==> src/rtl/seq_left_shifter.sv <==
// rtl/seq_left_shifter.sv - multi-cycle 16-bit left shifter/rotator, one barrel stage per clock
// Define SEQ_LSHIFT_ROTATE_EN to build the rotate path; otherwise Op is ignored (logical shift only).
module seq_left_shifter (
    input  logic        clk,
    input  logic        rst,
    input  logic [15:0] In,
    input  logic [3:0]  Cnt,
    input  logic        Op,
    input  logic        in_valid,
    output logic        in_ready,
    output logic [15:0] Out,
    output logic        out_valid,
    input  logic        out_ready
);

    typedef enum logic [1:0] {
        IDLE = 2'd0,
        BUSY = 2'd1,
        DONE = 2'd2
    } state_t;

    state_t      state;
    state_t      state_next;
    logic [15:0] data;
    logic [3:0]  cnt;
    logic        op;
    logic [1:0]  stage;
    logic        rot_en;
    logic [15:0] shifted;

`ifdef SEQ_LSHIFT_ROTATE_EN
    assign rot_en = op;
`else
    logic unused_op;
    assign rot_en    = 1'b0;
    assign unused_op = op;
`endif

    // Stage k shifts by 2^k; rotate wraps the bits pushed out of the top into the bottom.
    always_comb begin
        shifted = data;
        case (stage)
            2'd0: shifted = {data[14:0], rot_en ? data[15]    : 1'b0};
            2'd1: shifted = {data[13:0], rot_en ? data[15:14] : 2'b0};
            2'd2: shifted = {data[11:0], rot_en ? data[15:12] : 4'b0};
            default: shifted = {data[7:0], rot_en ? data[15:8] : 8'b0};
        endcase
    end

    always_ff @(posedge clk or posedge rst) begin
        if (rst) begin
            state <= IDLE;
        end else begin
            state <= state_next;
        end
    end

    always_comb begin
        state_next = state;
        in_ready   = 1'b0;
        out_valid  = 1'b0;
        case (state)
            IDLE: begin
                in_ready = 1'b1;
                if (in_valid) state_next = BUSY;
            end
            BUSY: begin
                if (stage == 2'd3) state_next = DONE;
            end
            DONE: begin
                out_valid = 1'b1;
                if (out_ready) state_next = IDLE;
            end
            default: state_next = IDLE;
        endcase
    end

    always_ff @(posedge clk or posedge rst) begin
        if (rst) begin
            data  <= 16'h0000;
            cnt   <= 4'd0;
            op    <= 1'b0;
            stage <= 2'd0;
        end else begin
            case (state)
                IDLE: begin
                    if (in_valid) begin
                        data  <= In;
                        cnt   <= Cnt;
                        op    <= Op;
                        stage <= 2'd0;
                    end
                end
                BUSY: begin
                    if (cnt[stage]) data <= shifted;
                    stage <= stage + 2'd1;
                end
                default: ;
            endcase
        end
    end

    assign Out = data;

endmodule
==> config.mk <==
export PLATFORM = sky130hd
export DESIGN_NAME = seq_left_shifter
export DESIGN_NICKNAME = d
export VERILOG_FILES = /design/src/rtl/seq_left_shifter.sv
export SDC_FILE = /design/constraint.sdc
export NUM_CORES = 1
export LEC_CHECK = 0
export CAP_MARGIN = 20
export CORE_MARGIN = 2
export CORE_UTILIZATION = 51
export CTS_CLUSTER_SIZE = 24
export DETAILED_ROUTE_END_ITERATION = 16
export GPL_ROUTABILITY_DRIVEN = 0
export HOLD_SLACK_MARGIN = 0.15
export PLACE_DENSITY = 0.84
export SYNTH_ARGS = -nofsm -noshare
export SYNTH_HDL_FRONTEND = slang
export SYNTH_SLANG_ARGS = --single-unit
==> constraint.sdc <==
create_clock -name clk -period 4.2 [get_ports clk]
set_clock_uncertainty 0.1 [all_clocks]
set_input_delay 0.84 -clock clk [delete_from_list [all_inputs] [get_ports clk]]
set_output_delay 0.84 -clock clk [all_outputs]
set_load 0.01 [all_outputs]
==> run metrics <==
DR WL met3=243 um; #FFs+latches synth=24; drt first pass iters=6; Final setup viols=0; area share of the largest cell type after synthesis=0.4040; max frequency=397.8 MHz; sequential area share after synthesis=0.4040; reg-to-reg startpoint=state[1]; DR top layer=met4; CTS resizes=0; Port Buffer Count=41; Starting DRT DRC Count=119; final hold vios=0; Synth Net Count=189; CTS Buffer Depth=2; top cells by area, synth=dfrtp_1, a21oi_2, a222oi_1, mux2i_1, nand2_1; DRT antenna net count=0; largest net degree at the start of global routing=32; I/O pin count=43; initial antenna violation count=0; met2 WL=1675 um; Yosys top cell by area=dfrtp_1; cell count after synthesis=159; Synth Flop Type=dfrtp_1; share of cells above drive strength 1=0.1140; syn avg cell area=9.349 sq um; Worst EP required=3260 ps; Max-slew headroom=0.3397; Root Buffer=clkbuf_4; top-count cell post-synth=dfrtp_1; Cell Pwr Density=899.4 nW/um^2; setup bufs post-CTS=0; Distinct cells, synth=28; Hold WC Path Type=reg2reg; Hold WS=392.5 ps; HPWL after DPL=2555 um; leakage power=0.7894 nW; status=complete, no violations; Setup crit start=state[0]; hold buffers post-CTS=0; total power=1.715 mW; final worst path period share=0.5985; Post-DP Area=1871 sq um; Tmin final=2514 ps; fin area=1907 sq um; synth warn=0; Die X=57.99 um; wire length on met1=1446 um; H-tree levels=1; # DRC=0; worst-path fanout max=7; maximum vdd ir drop=0.0006811 V; CORE AREA=2758 sq um; Critical Path AT=1570 ps; Max-Cap Viols=0; max-slew violation count=0; CP Class=reg2out; Tightest Pin Transition=990.4 ps; RSZ-0062 raised after global routing=no; grt total ovfl=0; endpoint class of the critical path=output pin; antenna cells=0; global-route wire length before repair=5692 um; ys async rst share=1.000; DR WL/cell=15.40 um; hold wc startpoint=cnt[1]; setup TNS=0 ps; row count=19; CP startpoint kind=register; Layout Nets=224; die area=3362 sq um; CTS Sinks=24; CTS tree=yes; total CTS buffers=3; Area growth syn-to-layout=28.28%; Routed WL=3449 um; post-synthesis cell area=1486 sq um; via count=1363; top cells by count, synth=dfrtp_1, nand2_1, nor2_1; worst skew pair latency=320 ps; number of synthesized flops with an enable pin=0; vias in the first global route=1290; Die H=57.99 um; overall routing resource usage=0.2171; clock-pin slew on the worst setup and hold paths=140 ps; DR vias/cell=6.085; initial core utilization=0.5390
critical path, cell delays in order, from the launching register on:
cell	delay, ps
dfrtp_1	470
and2b_1	250
clkdlybuf4s50_1	540
placed cells by master, fill, tap and decap left out, types with 2 or more instances in the layout:
master	count
a22oi_1	2
o21ai_0	10
inv_1	5
a21oi_1	8
a222oi_1	12
nand2_1	23
clkdlybuf4s50_1	41
mux2i_1	10
nor2_1	16
dfrtp_1	24
ha_1	5
nor3_1	6
a21oi_2	14
clkbuf_4	3
kinds of logic after synthesis:
logic type	after synthesis	share of synthesized area
simple gates	54	0.1625
compound gates	49	0.2626
flops	24	0.4040
buf+inv	17	0.06145
mux	10	0.06734
fa+ha+maj	5	0.04209
layout make-up:
type,instances,area [sq um]
Fill cell,222,850.8
Multi-Input combinational cell,118,794.5
Sequential cell,24,600.6
Timing Repair Buffer,42,417.9
Tap cell,31,38.79
Clock buffer,4,36.28
Inverter,5,18.77
path summary, 6_finish.rpt:
path / slack (ps) / endpoint / cells past startpoint
setup / recovery: 1690 / out_valid / 2
hold / removal: 390 / cnt[1] / 2
setup reg to reg: 2050 / Out[5] / 4
hold reg to reg: 390 / cnt[1] / 2
max in group asynchronous: 2560 / Out[3] / 2
min in group asynchronous: 890 / state[1] / 2
metrics by stage:
stage               utilization  std cells  setup slack, ps
global route             0.6915        224             1655
CTS                      0.6915        224             1701
global placement         0.6783        220             1565
floorplan                     -        159             2197
detailed placement       0.6783        220             1484
finish                   0.6915        224             1686
sequential cells by signal, indices dropped and copies added (netlist names):
| name | count |
|---|---|
| stage | 2 |
| cnt | 4 |
| Out | 16 |
| state | 2 |
where the power goes:
group,internal (mW),switching [mW]
logic,0.512,0.573
registers,0.353,0.153
clock network,0.0530,0.0721
per-layer routing:
metal	GRT usage	vias to the layer above
li1	-	647
met2	0.3766	79
met1	0.2764	625
met5	0	-
met4	0.08638	0
met3	0.02455	12
No activity file was read; power rests on OpenSTA's default activity.
